===== src/rtl/add8u_eval_pkg.sv =====
// Shared widths, FSM encoding and pipeline tag for the add8u error evaluator.
package add8u_eval_pkg;

    localparam int N_PAIRS = 65536;
    localparam int SUM_W   = 25;
    localparam int CNT_W   = 17;
    localparam int ERR_W   = 9;
    localparam int OP_W    = $clog2(N_PAIRS);

    typedef enum logic [1:0] {IDLE, RUN, DRAIN, DONE} state_t;

    // Operands plus their exact sum, carried alongside the adder under test.
    typedef struct packed {
        logic [8:0] exact;
        logic [7:0] b;
        logic [7:0] a;
    } tag_t;

endpackage


===== src/rtl/add8u_err_acc.sv =====
// Error magnitude stage and running statistics (sum, count, first worst case).
module add8u_err_acc
    import add8u_eval_pkg::*;
(
    input  logic             clk,
    input  logic             rst,
    input  logic             clear,
    input  logic             vld,
    input  logic [8:0]       o,
    input  logic [8:0]       exact,
    input  logic [7:0]       a,
    input  logic [7:0]       b,
    output logic [SUM_W-1:0] sum_abs_err,
    output logic [ERR_W-1:0] wce,
    output logic [7:0]       wce_a,
    output logic [7:0]       wce_b,
    output logic [CNT_W-1:0] err_cnt
);

    logic signed [9:0] diff;
    logic [ERR_W-1:0]  err_nxt;
    logic [ERR_W-1:0]  s2_err;
    logic              s2_vld;
    logic [7:0]        s2_a, s2_b;

    // 10-bit signed difference so both O < exact and O > exact are covered.
    assign diff    = $signed({1'b0, o}) - $signed({1'b0, exact});
    assign err_nxt = ERR_W'(diff[9] ? -diff : diff);

    always_ff @(posedge clk or posedge rst) begin
        if (rst) begin
            s2_vld <= 1'b0;
            s2_err <= '0;
            s2_a   <= '0;
            s2_b   <= '0;
        end else begin
            s2_vld <= vld && !clear;
            s2_err <= err_nxt;
            s2_a   <= a;
            s2_b   <= b;
        end
    end

    always_ff @(posedge clk or posedge rst) begin
        if (rst) begin
            sum_abs_err <= '0;
            err_cnt     <= '0;
            wce         <= '0;
            wce_a       <= '0;
            wce_b       <= '0;
        end else if (clear) begin
            sum_abs_err <= '0;
            err_cnt     <= '0;
            wce         <= '0;
            wce_a       <= '0;
            wce_b       <= '0;
        end else if (s2_vld) begin
            sum_abs_err <= sum_abs_err + SUM_W'(s2_err);
            err_cnt     <= err_cnt + CNT_W'(s2_err != '0);
            // Strict compare keeps the earliest pair in sweep order.
            if (s2_err > wce) begin
                wce   <= s2_err;
                wce_a <= s2_a;
                wce_b <= s2_b;
            end
        end
    end

endmodule


===== src/rtl/add8u_err_eval.sv =====
// Exhaustive sweep of all 8x8-bit operand pairs through an external adder,
// collecting MAE/WCE/EP statistics against the exact sum.
module add8u_err_eval
    import add8u_eval_pkg::*;
#(
    parameter int DUT_LATENCY = 0
) (
    input  logic             clk,
    input  logic             rst,
    input  logic             start,
    output logic [7:0]       dut_a,
    output logic [7:0]       dut_b,
    input  logic [8:0]       dut_o,
    output logic             busy,
    output logic             done,
    output logic [SUM_W-1:0] sum_abs_err,
    output logic [ERR_W-1:0] wce,
    output logic [7:0]       wce_a,
    output logic [7:0]       wce_b,
    output logic [CNT_W-1:0] err_cnt
);

    state_t              state, state_nxt;
    logic [OP_W-1:0]     cnt;
    logic                acc_clr;
    tag_t                issue;
    logic [DUT_LATENCY:0] vld_pipe;
    tag_t [DUT_LATENCY:0] tag_pipe;
    logic [8:0]          s1_o;

    assign dut_a       = cnt[7:0];
    assign dut_b       = cnt[15:8];
    assign issue.a     = cnt[7:0];
    assign issue.b     = cnt[15:8];
    assign issue.exact = {1'b0, cnt[7:0]} + {1'b0, cnt[15:8]};
    assign busy        = (state == RUN) || (state == DRAIN);
    assign done        = (state == DONE);

    always_ff @(posedge clk or posedge rst) begin
        if (rst) state <= IDLE;
        else     state <= state_nxt;
    end

    always_comb begin
        state_nxt = state;
        acc_clr   = 1'b0;
        unique case (state)
            IDLE, DONE: if (start) begin
                state_nxt = RUN;
                acc_clr   = 1'b1;
            end
            RUN:   if (cnt == OP_W'(N_PAIRS - 1)) state_nxt = DRAIN;
            // The last result may still sit in the abs-diff stage; it lands
            // on the same edge that enters DONE.
            DRAIN: if (vld_pipe == '0) state_nxt = DONE;
            default: state_nxt = IDLE;
        endcase
    end

    always_ff @(posedge clk or posedge rst) begin
        if (rst)               cnt <= '0;
        else if (acc_clr)      cnt <= '0;
        else if (state == RUN) cnt <= cnt + 1'b1;
    end

    // Stages 0..DUT_LATENCY-1 mirror the adder's registers; the last stage,
    // captured together with dut_o, is the S1 register.
    always_ff @(posedge clk or posedge rst) begin
        if (rst) begin
            vld_pipe <= '0;
            tag_pipe <= '0;
            s1_o     <= '0;
        end else begin
            vld_pipe[0] <= (state == RUN);
            tag_pipe[0] <= issue;
            for (int i = 1; i <= DUT_LATENCY; i++) begin
                vld_pipe[i] <= vld_pipe[i-1];
                tag_pipe[i] <= tag_pipe[i-1];
            end
            s1_o <= dut_o;
        end
    end

    add8u_err_acc u_acc (
        .clk         (clk),
        .rst         (rst),
        .clear       (acc_clr),
        .vld         (vld_pipe[DUT_LATENCY]),
        .o           (s1_o),
        .exact       (tag_pipe[DUT_LATENCY].exact),
        .a           (tag_pipe[DUT_LATENCY].a),
        .b           (tag_pipe[DUT_LATENCY].b),
        .sum_abs_err (sum_abs_err),
        .wce         (wce),
        .wce_a       (wce_a),
        .wce_b       (wce_b),
        .err_cnt     (err_cnt)
    );

endmodule


===== config.mk =====
export PLATFORM = sky130hd
export DESIGN_NAME = add8u_err_eval
export DESIGN_NICKNAME = d
export VERILOG_FILES = /design/src/rtl/add8u_eval_pkg.sv /design/src/rtl/add8u_err_acc.sv /design/src/rtl/add8u_err_eval.sv
export SDC_FILE = /design/constraint.sdc
export NUM_CORES = 1
export LEC_CHECK = 0
export CORE_MARGIN = 1
export CORE_UTILIZATION = 55
export DETAILED_ROUTE_END_ITERATION = 10
export PLACE_DENSITY_LB_ADDON = 0.1
export SYNTH_ARGS = -nofsm -noshare
export SYNTH_HDL_FRONTEND = slang
export SYNTH_HIERARCHICAL = 1
export SYNTH_SLANG_ARGS = --single-unit

===== constraint.sdc =====
create_clock -name clk -period 3.9 [get_ports clk]
set_input_delay 0.585 -clock clk [delete_from_list [all_inputs] [get_ports clk]]
set_output_delay 0.585 -clock clk [all_outputs]
set_load 0.03 [all_outputs]

# ---- Word-level counts from Yosys, hierarchy flattened
# Cells that the tools add are included.
dict set report word_totals {
  reg_bits 146
  output_inout_bits 85
  elab_cells 63
}
dict set report classes {
  add_sub_neg 6
  n_lt_le_gt_ge 1
  eq_ne 7
  muxes 22
  n_reduce_logical 11
}
# operator n
set ops {}
lappend ops {{two-way mux 25 bit} 2}
lappend ops {{two-way mux 8 bit} 6}
lappend ops {{two-way mux 9 bit} 4}
lappend ops {{two-way mux 17 bit} 2}
lappend ops {{two-way mux 16 bit} 2}
lappend ops {{adder 25 x 9 -> 25 bit} 1}
lappend ops {{adder 17 x 1 -> 17 bit} 1}
lappend ops {{adder 16 x 1 -> 16 bit (second input constant)} 1}
lappend ops {{equality test 16 bit (second input constant)} 1}
lappend ops {{subtractor 9 x 9 -> 10 bit} 1}
lappend ops {{adder 8 x 8 -> 9 bit} 1}
lappend ops {{> comparator 9 bit} 1}
lappend ops {{negation 9 bit} 1}
lappend ops {{nonzero test 9 bit} 1}
lappend ops {{two-way mux 2 bit} 3}
lappend ops {{inequality test 2 bit (second input constant)} 3}
lappend ops {{one-hot mux 2 bit (3 select lines)} 1}
lappend ops {{nonzero test 2 bit} 3}
lappend ops {{equality test 2 bit (second input constant)} 2}
lappend ops {{AND reduction 3 bit} 1}
lappend ops {{equality test 2 x 1 -> 1 bit (second input constant)} 1}
lappend ops {{zero test 2 bit} 1}
lappend ops {{two-way mux 1 bit} 2}
lappend ops {{AND reduction 2 bit} 1}
lappend ops {{other kinds (4)} 4}

# ---- Logic depth before layout (Yosys ltp)
# Gate-level depths: netlist (run 1).
dict set report logic_depth {
  depth_word 5
  mapped_depth 13
}

# ---- By module
# The synthesis (run 1) kept the hierarchy.
# mod instances cells_each area_per_inst_um2 seq_area_each_um2
set modules_own_cells {}
lappend modules_own_cells {add8u_err_acc 1 480 4916.0 2327.2}
lappend modules_own_cells {add8u_err_eval 1 190 2253.4 1326.3}

# ---- Worst setup path before layout (run 1)
# No wires, ideal clock.
dict set report synth_timing {
  kind {register to register}
  start {register state[0]}
  end {register u_acc.sum_abs_err[23]}
  setup_ns 0.078
  arrival_time_ns 2.893
  required_ns 3.822
  slack_ns 0.929
  path_stages_with_launch 13
  n_path_buf 2
  period_less_slack_ns 2.971
  cell_sequence {dfrtp_1 > inv_1 > ha_1 > inv_1 > nor2_1 > clkbuf_1 > buf_4 > o2111ai_4 > nor3_2 > and3_2 > nand3_1 > or3_1 > a21oi_1}
}
dict set report synth_via {
  elab_chain_len 4
}
# item line
set synth_rtl {}
lappend synth_rtl {{from (decl)} add8u_err_eval.sv:23} ;# state_t state, state_nxt;
lappend synth_rtl {{from (signal assigned)} add8u_err_eval.sv:41} ;# else state <= state_nxt;
lappend synth_rtl {{equality test 2 bit or zero test 2 bit (tied branches)} add8u_err_eval.sv:47} ;# unique case (state)
lappend synth_rtl {{OR reduction 2 bit (*)} add8u_err_eval.sv:47}
lappend synth_rtl {{two-way mux 1 bit (*)} add8u_err_eval.sv:47}
lappend synth_rtl {{net acc_clr} add8u_err_eval.sv:25} ;# logic acc_clr;
lappend synth_rtl {{two-way mux 25 bit or nonzero test 2 bit (tied branches)} --}
lappend synth_rtl {{to (signal assigned)} add8u_err_acc.sv:58} ;# sum_abs_err <= sum_abs_err + SUM_W'(s2_err);
lappend synth_rtl {{to (decl)} add8u_err_acc.sv:13} ;# output logic [SUM_W-1:0] sum_abs_err,
# The timed path passes the listed nets; every way through them passes the cells marked *.
# A chain may end at the register's enable or synchronous reset.

# ---- Worst setup path in the final report (run 1)
dict set report layout_timing {
  start {register state[0]}
  end {register u_acc.err_cnt[13]}
}
dict set report layout_via {
  elab_chain_len 4
}
# item line
set layout_rtl {}
lappend layout_rtl {{equality test 2 bit or zero test 2 bit (tied branches)} add8u_err_eval.sv:47}
lappend layout_rtl {{OR reduction 2 bit (*)} add8u_err_eval.sv:47}
lappend layout_rtl {{two-way mux 1 bit (*)} add8u_err_eval.sv:47}
lappend layout_rtl {{two-way mux 17 bit or nonzero test 2 bit (tied branches)} --}
lappend layout_rtl {{to (signal assigned)} add8u_err_acc.sv:59} ;# err_cnt <= err_cnt + CNT_W'(s2_err != '0);
lappend layout_rtl {{to (decl)} add8u_err_acc.sv:17} ;# output logic [CNT_W-1:0] err_cnt
# Every way passes the cells marked *; elsewhere a longest branch is shown, timed or not.

==> run metrics, run 1 <==
path type of the worst min-delay path=reg2reg; area enclosed by the die boundary=13500 um^2; number of cells traversed by the worst register-to-register path=10; largest fanout on the critical path=14; final net count=819; Design Power=5.68 mW; clock tree from TritonCTS=yes; violation count after the first detailed-route iteration=249; relative slew slack=30.1%; Leak Pwr=3.93 nW; fraction of final layout cells with drive strength greater than 1=8.01%; cell row count=41; crit path launch type=register; Yosys warning count=6; Setup-failing EPs final=0; Root Buffer=sky130_fd_sc_hd__clkbuf_16; die boundary height=116 um; GR Overflow Total=0; vias in the first global route=4899; routed wire length=14.4 mm; arrival time reported for the critical path endpoint=3.08 ns; I/O pin total=97; hold path startpoint=tag_pipe[1]; Clock Latency Late Sink=0.42 ns; Starting Density=56.6%; standard cell core area=12700 um^2; clock transition time at the flip-flop clock pins of the worst setup and hold paths=0.06 ns; unrepaired setup endpoints after global routing=no; endpoint of the most critical register-to-register path=u_acc/err_cnt[13]; PortBufs=96; number of instances in the synthesized netlist=670; largest buffer count on any clock path=2; cell area after technology mapping=7170 um^2; result of the run=complete, no violations; Net Count, Synth=728; main area contributors after synthesis=sky130_fd_sc_hd__dfrtp_1, sky130_fd_sc_hd__ha_1, sky130_fd_sc_hd__nor2_1; horizontal extent of the die=116 um; hold bufs inserted after CTS=0; maxcap violations=0; count of nets left with antenna violations after detail routing=0; power density cells=644 nW/um^2; syn avg cell area=10.7 um^2; critical path class=reg2reg; initial antenna violation count=0; final count of pins violating max slew=0; pre-CTS setup slack=0.983 ns; ys async rst share=100%; drt first pass iters=5; overall global routing resource usage=23.2%; Register-to-Register Setup Slack=1.16 ns; total number of H-tree levels=4; Synth Register Bits=146; buffers inserted during post-CTS setup optimization=0; Final Core Density=69.5%; post-synth cell types=66; global-route wire length before repair=23.7 mm; hold path endpoint=u_acc/s2_a[1]; maximum vdd ir drop=0.349 mV; Hold Violations, Final=0; largest clock skew in the final design=0.00841 ns; count of flip-flops with a built-in enable after synthesis=0; predominant post-synthesis flop cell=sky130_fd_sc_hd__dfrtp_1; measured slew at the worst slew-check pin=1.05 ns; post-route setup slack=1.16 ns; shortest period the worst path allows=2.74 ns; Tcrit/Tclk final=70.3%; Ant. Diodes=0; Worst R2R Start=state[0]; routability congestion estimate=0.877; total number of vias=5165; total negative slack for setup checks=0 ns; hold slack=0.349 ns; drc violations=0; detailed placement HPWL=10.4 mm; Synth top area share=51.0%; post-synthesis cell type with the largest combined area=sky130_fd_sc_hd__dfrtp_1; Area growth syn-to-layout=22.9%; critical path data required time=4.24 ns; total clock buffers created by CTS=17; share of the yosys chip area belonging to registers=51.0%; Via density=5.46; maximum number of pins on one net before global-route repair=42; maximum achievable frequency=365 MHz; sort of element at the end of the critical path=register; wire per inst=15.3 um; Hold Path Stages=0; number of gates given a new drive strength after cts=0; clock sink total=146
==> Yosys cell counts, drive strengths merged, types with 3 or more instances <==
cell,number
nand2,29
nor3,21
o21a,6
a31oi,3
nor2,103
a21oi,26
and3,4
o211ai,7
fa,3
dfrtp,146
nand3,12
clkbuf,8
nand2b,7
nand4,14
a21o,7
nor4,6
o21ai,24
ha,43
xnor2,33
buf,22
nor2b,3
mux2i,33
inv,44
or3,11
xor2,23
==> layer usage <==
metal  part of all wire (%)  global-route usage (%)  up-vias  routed length (um)
met5                      0                       0        -                   0
met3                    3.8                    5.03       18                 545
li1                       -                       -     2469                   -
met4                    1.6                    9.15        0                 225
met2                     50                    39.3      132                7280
met1                     44                    29.0     2546                6400
==> worst max-delay path, stage by stage (launching register included) <==
cell                       delay, ns
sky130_fd_sc_hd__dfrtp_1        0.40
sky130_fd_sc_hd__inv_1          0.06
sky130_fd_sc_hd__ha_1           0.35
sky130_fd_sc_hd__inv_1          0.10
sky130_fd_sc_hd__nor2_4         0.39
sky130_fd_sc_hd__nor2_1         0.16
sky130_fd_sc_hd__nor2_1         0.15
sky130_fd_sc_hd__nand4_1        0.25
sky130_fd_sc_hd__nand2b_1       0.28
sky130_fd_sc_hd__or3_1          0.37
sky130_fd_sc_hd__a21oi_1        0.15
==> worst max path at each step <==
stage,start,to,slack (ns),cells after the start
floorplan,rst,u_acc/err_cnt[0],0.89,1
global placement,start,u_acc/sum_abs_err[23],1.10,9
detailed placement,start,u_acc/err_cnt[13],0.98,9
CTS,state[0],u_acc/err_cnt[13],1.20,10
global route,state[0],u_acc/err_cnt[13],0.90,10
finish,state[0],u_acc/err_cnt[13],1.16,10
==> stage by stage <==
step | cells | instance area, um^2
2_1_floorplan | 670 | 7170
3_3_place_gp | 914 | 8210
3_5_place_dp | 914 | 8210
4_1_cts | 946 | 8810
5_1_grt | 946 | 8810
6_report | 946 | 8810
==> where the power goes <==
part | internal [mW] | total (mW) | switching, mW
Combinational | 0.874 | 2.09 | 1.22
Clock | 0.959 | 1.63 | 0.667
Sequential | 1.73 | 1.96 | 0.224
==> layout make-up <==
type	instances	area [um^2]
inverter	44	166
fill	997	3860
clock inverter	15	173
sequential	146	3650
clock buffer	17	425
multi-input combinational	450	3170
timing repair buffer	102	1010
tap	172	215
==> cell usage in the layout (no fill, tap or decap), drive strengths merged, types with 6 or more instances in the layout <==
master         instances
a21o                   7
a21oi                 26
buf                    6
clkbuf                17
clkdlybuf4s50         96
clkinv                 6
dfrtp                146
ha                    43
inv                   49
mux2i                 33
nand2                 29
nand2b                 7
nand3                 12
nand4                 14
nor2                 103
nor3                  21
nor4                   6
o211ai                 7
o21a                   6
o21ai                 24
or3                   11
xnor2                 33
xor2                  23
==> cell families after synthesis <==
group,synth area share [%]
compound gates,9.25
xor+xnor,6.84
fa+ha+maj,8.34
buf+inv,4.94
flops,51.0
mux,4.76
simple gates,14.9
==> flip-flops by register name, indices dropped and copies added (netlist names), 9 cells and up <==
name	cells
tag_pipe	25
u_acc/sum_abs_err	25
u_acc/err_cnt	17
cnt	16
s1_o	9
u_acc/s2_err	9
u_acc/wce	9
(Power assumes the default switching activity.)
==> run 2: changes to the inputs <==
clock period = 2.6 ns   (was 3.9 ns; I/O delays follow)
==> run metrics, run 2 (synthesis gave the netlist of run 1 again) <==
cell row count=41 (unchanged); maximum number of pins on one net before global-route repair=94 (+120%); hold slack=0.342 ns (-0.00667 ns); total number of vias=5247 (+1.6%); routed wire length=15.4 mm (+6.6%); I/O pin total=97 (unchanged); routability congestion estimate=0.824 (-6.1%); result of the run=complete, no violations; wire per inst=16.1 um (+5.4%); clock tree from TritonCTS=yes; sort of element at the end of the critical path=register; arrival time reported for the critical path endpoint=2.79 ns (-0.29 ns); GR Overflow Total=0 (unchanged); Register-to-Register Setup Slack=0.15 ns (-1.01 ns); Setup-failing EPs final=0 (unchanged); Clock Latency Late Sink=0.42 ns (about the same); clock sink total=146 (unchanged); area enclosed by the die boundary=13500 um^2 (unchanged); launching element of the worst setup path=u_acc/s2_err[0]; number of cells traversed by the worst register-to-register path=10 (unchanged); total clock buffers created by CTS=17 (unchanged); measured slew at the worst slew-check pin=0.671 ns (-0.375 ns); final net count=830 (+1.3%); maximum achievable frequency=408 MHz (+12%); most frequent cells in the layout=sky130_fd_sc_hd__dfrtp_1, sky130_fd_sc_hd__nor2_1, sky130_fd_sc_hd__clkdlybuf4s50_1; met2 WL=7.99 mm (+9.7%); standard cell core area=12700 um^2 (unchanged); maxcap violations=0 (unchanged); unrepaired setup endpoints after global routing=no; relative slew slack=55.3% (+25 points); shortest period the worst path allows=2.45 ns (-0.291 ns); Filler Cells Inserted=908 (-8.9%); largest clock skew in the final design=0.00789 ns (-0.000519 ns); fraction of final layout cells with drive strength greater than 1=9.94% (+1.9 points); final count of pins violating max slew=0 (unchanged); violation count after the first detailed-route iteration=250 (+0.40%); hold path startpoint=tag_pipe[5]; total negative slack for setup checks=0 ns (unchanged); Tcrit/Tclk final=94.3% (+24 points); Ant. Diodes=0 (unchanged); initial antenna violation count=0 (unchanged); power density cells=999 nW/um^2 (+55%); length of routed met3 wiring=688 um (+26%); clock transition time at the flip-flop clock pins of the worst setup and hold paths=0.06 ns (about the same); largest buffer count on any clock path=2 (unchanged); hold bufs inserted after CTS=0 (unchanged); crit path launch type=register; area of combinational cells with multiple inputs=3220 um^2 (+1.7%); Area growth syn-to-layout=26.1%; Via density=5.48 (+0.42%); count of nets left with antenna violations after detail routing=0 (unchanged); total number of H-tree levels=4 (unchanged); Register Area=3650 um^2 (unchanged); hold path endpoint=u_acc/s2_a[5]; die boundary height=116 um (unchanged); Starting Density=56.6% (unchanged); detailed placement HPWL=10.5 mm (+0.86%); Hold Violations, Final=0 (unchanged); most common cell after layout, fill and taps aside=sky130_fd_sc_hd__dfrtp_1; drt first pass iters=4 (-1); overall global routing resource usage=24.1% (+0.92 points); Final Core Density=71.3% (+1.8 points); path type of the worst min-delay path=reg2reg; final instance area=9040 um^2 (+2.6%); horizontal extent of the die=116 um (unchanged); Root Buffer=sky130_fd_sc_hd__clkbuf_16; highest layer used for signal routing=met4; Leak Pwr=4.03 nW (+2.6%); Met1 Wirelength=6.44 mm (+0.72%); critical path class=reg2reg; maximum vdd ir drop=0.468 mV (+34%); largest fanout on the critical path=4 (-10); Hold Path Stages=0 (unchanged); vias in the first global route=5153 (+5.2%); Worst R2R Start=u_acc/s2_err[0]; global-route wire length before repair=24.7 mm (+4.1%); drc violations=0 (unchanged); PortBufs=96 (unchanged); critical path data required time=2.94 ns (-1.30 ns); endpoint of the most critical register-to-register path=u_acc/sum_abs_err[18]; Placed Area=8280 um^2 (+0.82%); Largest regs=tag_pipe (25), u_acc/sum_abs_err (25), u_acc/err_cnt (17)
[run 2: cell types whose count changed in the layout (fill, tap and decap cells not counted), moves of 2 or more]
cell                        previous run  this run
sky130_fd_sc_hd__buf_4                 6        15
sky130_fd_sc_hd__bufinv_16             2         6
sky130_fd_sc_hd__clkbuf_8              0         2
sky130_fd_sc_hd__inv_8                 2         0
sky130_fd_sc_hd__inv_6                 4         1
[run 2: worst max-delay path: stages (launching register included)]
cell and delay (ns):
sky130_fd_sc_hd__dfrtp_1 0.42, sky130_fd_sc_hd__ha_1 0.21, sky130_fd_sc_hd__inv_1 0.06, sky130_fd_sc_hd__fa_1 0.43, sky130_fd_sc_hd__nor2b_4 0.15, sky130_fd_sc_hd__o21a_4 0.14, sky130_fd_sc_hd__o21ai_4 0.08, sky130_fd_sc_hd__a21oi_4 0.17
sky130_fd_sc_hd__nor2_2 0.08, sky130_fd_sc_hd__or4_1 0.50, sky130_fd_sc_hd__a21oi_1 0.14
[run 2: layer usage]
| layer | up-vias | global-route usage, % |
|---|---|---|
| met2 | 162 | 42.1 |
| met3 | 22 | 5.19 |
| li1 | 2499 | - |
| met4 | 0 | 9.83 |
| met5 | - | 0 |
| met1 | 2564 | 29.0 |
[run 2: worst max path at each step]
stage / to / slack [ns]
5_1_grt: u_acc/sum_abs_err[18] / 0.05
2_1_floorplan: u_acc/sum_abs_err[23] / 0.002
3_3_place_gp: u_acc/err_cnt[13] / 0.11
6_report: u_acc/sum_abs_err[18] / 0.15
4_1_cts: u_acc/wce_b[5] / 0.0003
3_5_place_dp: u_acc/wce_b[5] / 0.003
[run 2: through the flow]
step           std cells  setup slack, ns  power [mW]
2_1_floorplan        670          0.00230        5.25
3_3_place_gp         921            0.105        6.04
3_5_place_dp         921          0.00343        6.15
4_1_cts              953         0.000276        8.98
5_1_grt              957           0.0480        9.51
6_report             957            0.147        9.03
[run 2: layout make-up]
| cell class | instances | share of cell area [%] |
|---|---|---|
| clock buffers | 20 | 5.05 |
| clock inverters | 12 | 2.52 |
| inverters | 44 | 1.87 |
| multi-input cells | 451 | 35.6 |
| flip-flops and latches | 146 | 40.4 |
| well taps | 172 | 2.38 |
| repair buffers | 112 | 12.1 |
[run 2: power by group]
| part | internal [mW] | leakage [nW] | switching [mW] | total (mW) |
|---|---|---|---|---|
| registers | 2.60 | 1.95 | 0.323 | 2.93 |
| clock network | 1.86 | 0.331 | 0.935 | 2.79 |
| logic | 1.37 | 1.75 | 1.93 | 3.31 |
[run 2: repair_timing]
item	CTS	global route
resized for setup	0	7
endpoints found under the setup margin	0	33
setup buffers	0	3
